<file path="src/rtl/xor_initiator.sv">
// xor_initiator: LFSR-driven XOR operand initiator with in-order result scoreboard (optional XOR_INIT_BACKPRESSURE_EN gates Y_ready)
module xor_initiator #(
  parameter logic [7:0] SEED     = 8'hA5,
  parameter int         SB_DEPTH = 4
) (
  input  logic       clk,
  input  logic       reset_n,
  input  logic       start,
  input  logic [7:0] num_txn,
  output logic       A_data,
  output logic       A_enable,
  input  logic       A_ready,
  output logic       B_data,
  output logic       B_enable,
  input  logic       B_ready,
  input  logic       Y_data,
  input  logic       Y_enable,
  output logic       Y_ready,
  output logic       busy,
  output logic       done,
  output logic [7:0] pass_cnt,
  output logic [7:0] err_cnt
);
  localparam int AW = $clog2(SB_DEPTH);
  localparam logic [7:0] L_SEED = (SEED == 8'h00) ? 8'h01 : SEED;

  typedef enum logic [1:0] {IDLE, RUN, DRAIN, DONE} state_t;

  state_t        r_state, w_next;
  logic [7:0]    r_lfsr, r_num, r_sent, r_pass, r_err;
  logic          r_a_en, r_b_en, r_a_d, r_b_d;
  logic          r_sb [SB_DEPTH];
  logic [AW-1:0] r_wp, r_rp;
  logic [AW:0]   r_cnt;
  logic          w_full, w_empty, w_pop, w_launch, w_start, w_y_ok;

  assign w_full   = r_cnt[AW];
  assign w_empty  = (r_cnt == '0);
  assign w_start  = (r_state == IDLE) && start && (num_txn != 8'd0);
  assign busy     = (r_state == RUN) || (r_state == DRAIN);
  assign done     = (r_state == DONE);
  assign Y_ready  = busy && !w_empty && w_y_ok;
  assign w_pop    = Y_enable && Y_ready;
  assign w_launch = (r_state == RUN) && !r_a_en && !r_b_en && (!w_full || w_pop) && (r_sent < r_num);
  assign A_enable = r_a_en;
  assign B_enable = r_b_en;
  assign A_data   = r_a_d;
  assign B_data   = r_b_d;
  assign pass_cnt = r_pass;
  assign err_cnt  = r_err;

`ifdef XOR_INIT_BACKPRESSURE_EN
  logic [3:0] r_bp;
  // free-running x^4+x^3+1 sequence; Y is held off whenever its low two bits are zero
  always_ff @(posedge clk) begin
    if (!reset_n) r_bp <= 4'h9;
    else          r_bp <= {r_bp[2:0], r_bp[3] ^ r_bp[2]};
  end
  assign w_y_ok = (r_bp[1:0] != 2'b00);
`else
  assign w_y_ok = 1'b1;
`endif

  // run sequencing: zero-length runs go straight to DONE, DRAIN waits for every result
  always_comb begin
    w_next = r_state;
    case (r_state)
      IDLE:    if (start) w_next = (num_txn == 8'd0) ? DONE : RUN;
      RUN:     if (r_sent == r_num) w_next = DRAIN;
      DRAIN:   if (w_empty) w_next = DONE;
      default: w_next = IDLE;
    endcase
  end

  // state register
  always_ff @(posedge clk) begin
    if (!reset_n) r_state <= IDLE;
    else          r_state <= w_next;
  end

  // operand channels: a launch raises both enables, each drops after its own acceptance
  always_ff @(posedge clk) begin
    if (!reset_n) begin
      r_a_en <= 1'b0;
      r_b_en <= 1'b0;
      r_a_d  <= 1'b0;
      r_b_d  <= 1'b0;
      r_lfsr <= L_SEED;
      r_sent <= 8'd0;
      r_num  <= 8'd0;
    end else begin
      if (w_launch) begin
        r_a_en <= 1'b1;
        r_b_en <= 1'b1;
        r_a_d  <= r_lfsr[0];
        r_b_d  <= r_lfsr[1];
        r_lfsr <= {r_lfsr[6:0], r_lfsr[7] ^ r_lfsr[5] ^ r_lfsr[4] ^ r_lfsr[3]};
        r_sent <= r_sent + 8'd1;
      end else begin
        if (r_a_en && A_ready) r_a_en <= 1'b0;
        if (r_b_en && B_ready) r_b_en <= 1'b0;
      end
      if (w_start) begin
        r_num  <= num_txn;
        r_sent <= 8'd0;
      end
    end
  end

  // expected-result storage; contents need no reset because occupancy gates every read
  always_ff @(posedge clk) begin
    if (w_launch) r_sb[r_wp] <= r_lfsr[0] ^ r_lfsr[1];
  end

  // scoreboard pointers and occupancy; simultaneous push and pop leave occupancy unchanged
  always_ff @(posedge clk) begin
    if (!reset_n) begin
      r_wp  <= '0;
      r_rp  <= '0;
      r_cnt <= '0;
    end else begin
      if (w_launch) r_wp <= r_wp + 1'b1;
      if (w_pop)    r_rp <= r_rp + 1'b1;
      r_cnt <= r_cnt + {{AW{1'b0}}, w_launch} - {{AW{1'b0}}, w_pop};
    end
  end

  // saturating match/mismatch counters, cleared when a run begins
  always_ff @(posedge clk) begin
    if (!reset_n) begin
      r_pass <= 8'd0;
      r_err  <= 8'd0;
    end else if (w_start) begin
      r_pass <= 8'd0;
      r_err  <= 8'd0;
    end else if (w_pop) begin
      if (Y_data == r_sb[r_rp]) r_pass <= (r_pass == 8'hFF) ? r_pass : r_pass + 8'd1;
      else                      r_err  <= (r_err  == 8'hFF) ? r_err  : r_err  + 8'd1;
    end
  end
endmodule

</file>
<file path="config.mk">
export PLATFORM = sky130hd
export DESIGN_NAME = xor_initiator
export DESIGN_NICKNAME = d
export VERILOG_FILES = /design/src/rtl/xor_initiator.sv
export SDC_FILE = /design/constraint.sdc
export NUM_CORES = 1
export LEC_CHECK = 0
export ABC_AREA = 1
export CAP_MARGIN = 30
export CORE_MARGIN = 8
export CORE_UTILIZATION = 45
export DETAILED_ROUTE_END_ITERATION = 7
export GPL_TIMING_DRIVEN = 0
export PLACE_DENSITY_LB_ADDON = 0.25
export SETUP_SLACK_MARGIN = 0.02
export SYNTH_ARGS = -nofsm -noshare
export SYNTH_HDL_FRONTEND = slang
export SYNTH_SLANG_ARGS = --single-unit
</file>
<file path="constraint.sdc">
create_clock -name clk -period 3.8 [get_ports clk]
set_input_delay 0.38 -clock clk [delete_from_list [all_inputs] [get_ports clk]]
set_output_delay 0.38 -clock clk [all_outputs]
set_load 0.01 [all_outputs]
</file>
* After elaboration in Yosys (flattened, before gate mapping) *
Memory sizes are Yosys's and may differ from the RTL's. A register that Yosys moved wholly into a read port is not among the register bits.
Cells that the tools add are included.

word-level totals
  flip-flop bits (word level) = 53
  memory bits (writable) = 4
  input port bits = 15
  output and inout bits = 23
  logic and storage cells = 79
  memories = 1

cells by class
  add/subtract/negate cells = 7
  magnitude comparators = 1
  equality and inequality tests = 10
  muxes and demuxes = 13
  bitwise logic cells = 8
  reduce and logical (&&, ||, !) cells = 26

memory list
  memory  depth  bits a word  rd ports  clocked after Yosys merged registers in  wr ports  line  source
  r_sb    4      1            1         1                                        1         32    logic r_sb [SB_DEPTH];

operator list
  kind                                            number
  adder 8 x 1 -> 8 bit (second input constant)    3
  == test 8 bit (second input constant)           2
  two-way mux 2 bit                               6
  logical AND 1 bit                               10
  AND reduction 3 bit                             3
  == test 8 bit                                   1
  zero test 8 bit                                 1
  less-than comparator 8 bit                      1
  nonzero test 8 bit                              1
  two-way mux 1 bit                               6
  one-hot mux 2 bit (3 select lines)              1
  adder 2 x 1 -> 2 bit (second input constant)    2
  == test 2 bit (second input constant)           2
  zero test 1 bit                                 4
  != test 2 bit (second input constant)           2
  NOT 1 bit                                       4
  nonzero test 2 bit                              2
  XOR 1 bit                                       4
  adder 3 x 1 -> 3 bit                            1
  zero test 3 bit                                 1
  subtractor 3 x 1 -> 3 bit                       1
  == test 2 x 1 -> 1 bit (second input constant)  1
  zero test 2 bit                                 1
  logical OR 1 bit                                2
  3 further kinds                                 3

* Longest topological paths before layout *
Gate-level depths: netlist (run 1).

  depth in word-level cells = 9
  depth in mapped cells = 15
  gate-level depth less buffers = 14

* Worst setup path before layout (run 1) *
Ideal clock, no wire load.

  kind = reg2reg
  start = reg r_state[0]
  end = reg r_cnt[2]
  data arrival time = 2.572 ns
  required time = 3.728 ns
  slack = 1.156 ns
  stages on the path, launching flop included = 13
  buffers on the path = 1
  path through = dfxtp_1 inv_1 ha_1 nand3_4 nand2_1 nand3_4 buf_6 ha_1 inv_1 ha_1 fa_1 or2_2 a21oi_1

on the way
  word-level cells in the longest chain between the ends = 9
  elaborated cells on any way between the ends = 12
  those cells by class = 2 x add/sub; 2 x eq/ne; 8 x reduce/logical

ends and longest elaborated chain
  element                                                  line  source
  from (decl)                                              29    state_t r_state, w_next;
  from (signal assigned)                                   78    else r_state <= w_next;
  == test 2 x 1 -> 1 bit or == test 2 bit (tied branches)  40    assign busy = (r_state == RUN) || (r_state == DRAIN);
  logical OR 1 bit (*)                                     40
  net busy                                                 19    output logic busy,
  logical AND 1 bit (*)                                    42    assign Y_ready = busy && !w_empty && w_y_ok;
  logical AND 1 bit (*)                                    43    assign w_pop = Y_enable && Y_ready;
  logical OR 1 bit                                         44    assign w_launch = (r_state == RUN) && !r_a_en && !r_b_en && (!w_full || w_pop) && (r_sent < r_num);
  logical AND 1 bit (2 in series)                          44
  adder 3 x 1 -> 3 bit                                     124   r_cnt <= r_cnt + {{AW{1'b0}}, w_launch} - {{AW{1'b0}}, w_pop};
  subtractor 3 x 1 -> 3 bit (*)                            124
  to (signal assigned)                                     124
  to (decl)                                                34    logic [AW:0] r_cnt;

The timed path passes the listed nets; every way through them passes the cells marked *.
A chain may end at the register's enable or synchronous reset.

* Worst setup path in the final report (run 1) *
  start = reg r_state[0]
  end = reg r_cnt[2]

on the way
  word-level cells in the longest chain between the ends = 9
  elaborated cells on any way between the ends = 12
  those cells by class = 2 x add/sub; 2 x eq/ne; 8 x reduce/logical

ends and longest elaborated chain
  element                                                  line
  == test 2 x 1 -> 1 bit or == test 2 bit (tied branches)  40, 44
  logical OR 1 bit                                         40
  logical AND 1 bit                                        42
  logical AND 1 bit                                        43
  logical OR 1 bit                                         44
  logical AND 1 bit (2 in series)                          44
  adder 3 x 1 -> 3 bit                                     124
  subtractor 3 x 1 -> 3 bit (*)                            124

Mark *: on every way between the ends. The rest lies on a longest branch, timed or not.

==> results of run 1 <==
## area by class of cell
type / instances / area share
timing repair buffer: 37 / 0.09854
tap: 80 / 0.02663
sequential: 58 / 0.3196
clock buffer: 13 / 0.03695
multi-input combinational: 296 / 0.4387
buffer: 11 / 0.01897
clock inverter: 3 / 0.01065
inverter: 50 / 0.04993
## final timing paths
kind                             endpoint  depth (start not counted)  startpoint  slack (ps)
worst max-delay path             r_cnt[2]                         12  r_state[0]         950
worst min-delay path            r_lfsr[2]                          2   r_lfsr[2]         460
worst max register to register   r_cnt[2]                         12  r_state[0]         950
worst min register to register  r_lfsr[2]                          2   r_lfsr[2]         460
## tightest hold or removal path, cell delays in order, from the launching register on
cell     delay [ps]
dfxtp_1         320
nand2_1          50
nand3_1          50
## sequential cells by signal (all words and copies together), names as in the netlist, named ones only
register and flops:
err_cnt 8, pass_cnt 8, r_lfsr 8, r_num 8, r_sent 8, r_sb 4, r_cnt 3, r_rp 2
r_state 2, r_wp 2, A_enable 1, B_data 1, B_enable 1
## per-layer routing
layer  global-route usage  vias to the layer above  share of wire
met3              0.05377                        7          0.050
li1                     -                     1453              -
met1               0.1612                     1268           0.46
met5                    0                        -              0
met4              0.04540                        0          0.012
met2               0.2438                       51           0.48
## report_power, final
group | internal, uW | leakage (uW) | switching, uW | total [uW]
clock | 302 | 0.0000914 | 227 | 529
combinational | 350 | 0.000997 | 548 | 898
sequential | 739 | 0.000474 | 70.6 | 810
## cells in the mapped netlist (all sizes together)
master and instances:
nand4 23, buf 9, xor2 9, dfxtp 54, clkbuf 2, o21ai 11, edfxtp 4, ha 21
fa 1, a21oi 41, inv 48, clkinv 2, nand3b 6, or2 1, nand3 25, nor2 48
a21boi 1, xnor2 7, o21bai 1, o211ai 2, nand2 98, o21a 1
## cell usage in the layout, fill, tap and decap left out, drive strengths merged, types with 2 or more instances in the layout
| master | Yosys | final |
|---|---|---|
| a21oi | 41 | 41 |
| buf | 9 | 9 |
| clkbuf | 2 | 15 |
| clkdlybuf4s50 | 0 | 37 |
| clkinv | 2 | 4 |
| dfxtp | 54 | 54 |
| edfxtp | 4 | 4 |
| ha | 21 | 21 |
| inv | 48 | 48 |
| nand2 | 98 | 98 |
| nand3 | 25 | 25 |
| nand3b | 6 | 6 |
| nand4 | 23 | 23 |
| nor2 | 48 | 48 |
| o211ai | 2 | 2 |
| o21ai | 11 | 11 |
| xnor2 | 7 | 7 |
| xor2 | 9 | 9 |
## stage by stage
| stage | total power [uW] | std cells | hold slack [ps] | instance area (sq um) | util |
|---|---|---|---|---|---|
| 5_1_grt | 2412 | 548 | 483.9 | 3759 | 0.5563 |
| 6_report | 2236 | 548 | 460.1 | 3759 | 0.5563 |
| 3_3_place_gp | 1698 | 532 | 439.7 | 3580 | 0.5298 |
| 4_1_cts | 2260 | 548 | 460.3 | 3759 | 0.5563 |
| 2_1_floorplan | 1476 | 415 | 429.2 | 3109 | - |
| 3_5_place_dp | 1725 | 532 | 444.1 | 3580 | 0.5298 |
## cell families (layout without fill, tap and decap cells)
logic type,count (synthesis),count (layout)
and+or+nand+nor,201,201
buffers and inverters,61,114
DFF,58,58
AOI/OAI and AO/OA,57,57
adders and majority gates,22,22
xor gates and xnor gates,16,16
==> results.toml, run 1 <==
[logic_synthesis]
unique_masters_post_synth = 30
synth-compound-area-share = 0.09577
share_of_the_synthesized_area_in_the_top_cell_type = 0.3477
synth_area_sq_um = 3109
synth_top_family_by_area = "simple AND/OR/NAND/NOR gates"
seq_area_frac_synth = 0.3863
synthXorXnorAreaFrac = 0.04507
post_synth_main_area_contributors = "dfxtp_1 (35%), nand2_1 (11%), ha_1 (8.5%)"
yosysWarnings = 0
post_synthesis_share_of_cell_area_spent_on_and_or_nand_and_nor_gates = 0.2986
ys_seq_elements = 58
post_synth_mux_area_share = 0
syn_inst = 415
synth-adder-area-share = 0.09095
synth_area_per_cell_sq_um = 7.492
yosys.area.top_type = "dfxtp_1"
syn_nets = 452

[clock_tree]
cts_buffer_depth = 2
post-cts-setup-buffers = 0
hold_buffers = 0
numCtsBuffers = 9
deepest_level_of_the_cts_h_tree = 3
tritoncts = "built"
worst_skew_pair.late_latency_ps = 330
post_cts_resized = 0
tritoncts_sink_count = 58
clockRootBuffer = "clkbuf_8"
clk_pin_slew_ps = 60

[global_routing]
globalRoute.totalOverflow = 0
number_of_global_route_vias_before_repair = 2638
grt_usage = 0.1429
pin_count_of_the_biggest_net_entering_global_routing = 11
grt_antenna_before_repair = 0
wire_length_of_the_first_global_routing_pass_um = 11440

[timing]
timing.final.setup_violations = 0
drv_slew = 0
rsz0062_at_grt = "false"
period_minus_slack_ps = 2846
report.final.hold_viol_count = 0
maxClockFrequency_mhz = 351.4
finalWorstSetupSlack_ps = 954.0
timing.final.crit_share = 0.7489
timing.slew.headroom = 0.6742
fin_worst_skew_ps = 6.762
worst-slew-pin-transition_ps = 488.8
final.setup.tns_ps = 0

[power]
ir_drop_v = 0.0004304
reported_leakage_power_uw = 0.001562
power.density_cell_area_nw_per_um2 = 595.0

[drt]
route.detailed.drc = 0
dr.first_iter.drc_count = 144
routed_via_density = 5.071
vias = 2779
drt-wirelength-per-cell_um = 12.17
totalWireLength_um = 6668
drt.antenna.violating_nets = 0
firstDrtPassIters = 4

[worst_setup_path]
timing.critical_path.cells = "inv_1, ha_1, nand3_4, nand2_1, nand3_4, buf_6, ha_1, inv_1, ha_1, fa_1, or2_2, a21oi_1"
timing.critical_path.slowest_cell_delay_ps = 380
critical_path.top_delay_family = "adder cells"
timing.critical_path.from_type = "flop"
timing.critical_path.to_type = "flop"
critPathMaxFanout = 10
crit_arrival_ps = 3110
crit_path_frequent_cell = "ha_1"
timing.critical_path.required_ps = 4060
crit_path_top_delay_cell = "ha_1"
path_class = "reg -> reg"
cp_num_buf_inv = 3

[layout]
num_antenna_cells = 0
fillerInstances = 641
seq_area_sq_um = 1201
syn2layout_area_growth_pct = 20.89
multi_input_comb_area_sq_um = 1649
fin_nets = 500
drive_gt1_frac = 0.06410

[outcome]
run_status = "completed"

[floorplanning]
io_pins = 38
dieHeight_um = 99.12
placement_rows = 30
core-area_sq_um = 6756
initial_utilization = 0.4602
floorplan.die.width_um = 99.12
fp.dieArea_sq_um = 9825

[placement]
portBuffers = 37
dp_hpwl_um = 4956
routabilityCongestion = 0.8018
setup_slack_placement_ps = 886.1

[worst_hold_path]
hold_class = "reg -> reg"

[run]
drv.max_cap_violation_count = 0
No activity file was read; power rests on OpenSTA's default activity.
==> inputs of run 2 (changes only) <==
==> constraint.sdc (replaced) <==
create_clock -name clk -period 2.4 [get_ports clk]
set_input_delay 0.24 -clock clk [delete_from_list [all_inputs] [get_ports clk]]
set_output_delay 0.24 -clock clk [all_outputs]
set_load 0.01 [all_outputs]
==> run 2 against run 1 <==
Compared with the run above:
- via count grew 4.2%
- combinational power grew 100%
- largest cell class unchanged
- utilization grew 5.1 points
- highest routed layer unchanged
- non-clock buffer count grew 22
- routed wire length grew 15%
==> results.toml, run 2 (synthesis results as in run 1) <==
[outcome]
run_status = "completed"

[placement]
portBuffers = 37
placedCellCount = 532
routabilityCongestion = 0.8675
postPlaceCellArea_sq_um = 3635
dp_hpwl_um = 5019

[worst_setup_path]
crit_path_top_delay_cell = "fa_2"
timing.critical_path.cells = "inv_2, ha_4, a21oi_1, nand2_2, nand2_4, nand3_4, ha_4, inv_2, ha_4, fa_2, or2_4, a21oi_2"
critPathMaxFanout = 3
crit_path_frequent_cell = "ha_4"
timing.critical_path.to_type = "flop"
timing.critical_path.required_ps = 2660
crit_arrival_ps = 2550
timing.critical_path.from_type = "flop"
path_class = "reg -> reg"
timing.critical_path.slowest_cell_delay_ps = 350

[drt]
drt-wirelength-per-cell_um = 13.44
firstDrtPassIters = 4
dr.first_iter.drc_count = 128
route.detailed.drc = 0
drt.antenna.violating_nets = 0
routed_via_density = 5.082
totalWireLength_um = 7663
vias = 2897

[layout]
final_common_cell = "nand2_1"
final-instance-count-excl-fill = 570
syn2layout_area_growth_pct = 32.03
drive_gt1_frac = 0.1857
stdcell_area_sq_um = 4105
num_antenna_cells = 0
most-common-layout-cells = "nand2_1 (89), dfxtp_1 (44), nor2_1 (44), inv_1 (40), a21oi_1 (40)"
fin_nets = 522

[timing]
rsz0062_at_grt = "true"
timing.slew.headroom = 0.6470
period_minus_slack_ps = 2292
report.final.hold_viol_count = 0
drv_slew = 0
worst-slew-pin-transition_ps = 529.5
fin_worst_skew_ps = 7.682
timing.final.crit_share = 0.9548
timing.final.setup_violations = 0
maxClockFrequency_mhz = 436.4

[floorplanning]
io_pins = 38
floorplan.die.width_um = 99.12
core-area_sq_um = 6756
dieHeight_um = 99.12
initial_utilization = 0.4602
placement_rows = 30
fp.dieArea_sq_um = 9825

[worst_hold_path]
hold_class = "reg -> reg"

[global_routing]
gr-usage-met3 = 0.05237
number_of_global_route_vias_before_repair = 2914
grt.met2_usage = 0.2755
wire_length_of_the_first_global_routing_pass_um = 12640
pin_count_of_the_biggest_net_entering_global_routing = 11
globalRoute.totalOverflow = 0
grt_usage = 0.1563
globalRouteMet1Util = 0.1678
grt_antenna_before_repair = 0
global_route.peak_usage_layer = "met2"

[clock_tree]
deepest_level_of_the_cts_h_tree = 3
clk_pin_slew_ps = 70
worst_skew_pair.late_latency_ps = 330
tritoncts = "built"
clockRootBuffer = "clkbuf_8"
numCtsBuffers = 9
hold_buffers = 0
cts_buffer_depth = 2
tritoncts_sink_count = 58

[power]
power.density_cell_area_nw_per_um2 = 950.4
ir_drop_v = 0.0007020
reported_leakage_power_uw = 0.001683

[run]
drv.max_cap_violation_count = 0
==> run 2: changes by cell type in the layout (fill, tap and decap cells not counted), sizes merged <==
cell    before  now
buf          9   31
bufinv       1    0
clkinv       4    5
==> run 2: final timing paths <==
check | start | end | slack (ps) | depth (start not counted)
worst max register to register | r_num[3] | r_cnt[2] | 110 | 12
worst min register to register | r_lfsr[6] | r_lfsr[6] | 460 | 2
worst max-delay path | r_num[3] | r_cnt[2] | 110 | 12
worst min-delay path | r_lfsr[6] | r_lfsr[6] | 460 | 2
==> run 2: routing by layer <==
metal,up-vias,share of wire
li1,1489,-
met1,1343,0.43
met2,59,0.51
met3,6,0.051
met4,0,0.0078
met5,-,0
==> run 2: final cells by class <==
type                    count  area (sq um)
fillers                   620          2651
repair buffers             60         546.8
plain buffers              10         60.06
well taps                  80         100.1
multi-input cells         296          1818
flip-flops and latches     58          1224
clock buffers              13         148.9
inverters                  50         192.7
clock inverters             3         15.01
==> run 2: per-stage QoR <==
| stage | utilization | setup TNS (ps) | setup slack [ps] | hold slack [ps] | total power (uW) |
|---|---|---|---|---|---|
| 2_1_floorplan | - | 0 | 3.079 | 374.9 | 2424 |
| 3_3_place_gp | 0.5380 | -242.3 | -158.4 | 442.9 | 2791 |
| 3_5_place_dp | 0.5380 | -244.2 | -162.3 | 454.6 | 2837 |
| 4_1_cts | 0.5906 | 0 | 28.61 | 465.0 | 3820 |
| 5_1_grt | 0.6076 | -4.091 | -4.091 | 493.5 | 4185 |
| 6_report | 0.6076 | 0 | 108.4 | 464.0 | 3902 |
==> run 2: worst max-delay path, delay by kind of cell, from the launching register on <==
| family | cells | cell delay, ps |
|---|---|---|
| flops | 1 | 320 |
| fa+ha+maj | 4 | 1020 |
| simple gates | 4 | 510 |
| buf+inv | 2 | 80 |
| compound gates | 2 | 290 |
==> run 2: power breakdown <==
group	switching, uW	leakage, uW	total (uW)	internal [uW]
registers	133	0.000480	1300	1170
logic	1020	0.00112	1820	802
clock network	375	0.0000872	773	399
total	1530	0.00168	3900	2370
==> run 2: timing repair <==
action                                  CTS  global route
resized for setup                        16            25
setup buffers                            16             8
pin swaps                                10            16
endpoints found under the setup margin    2             4
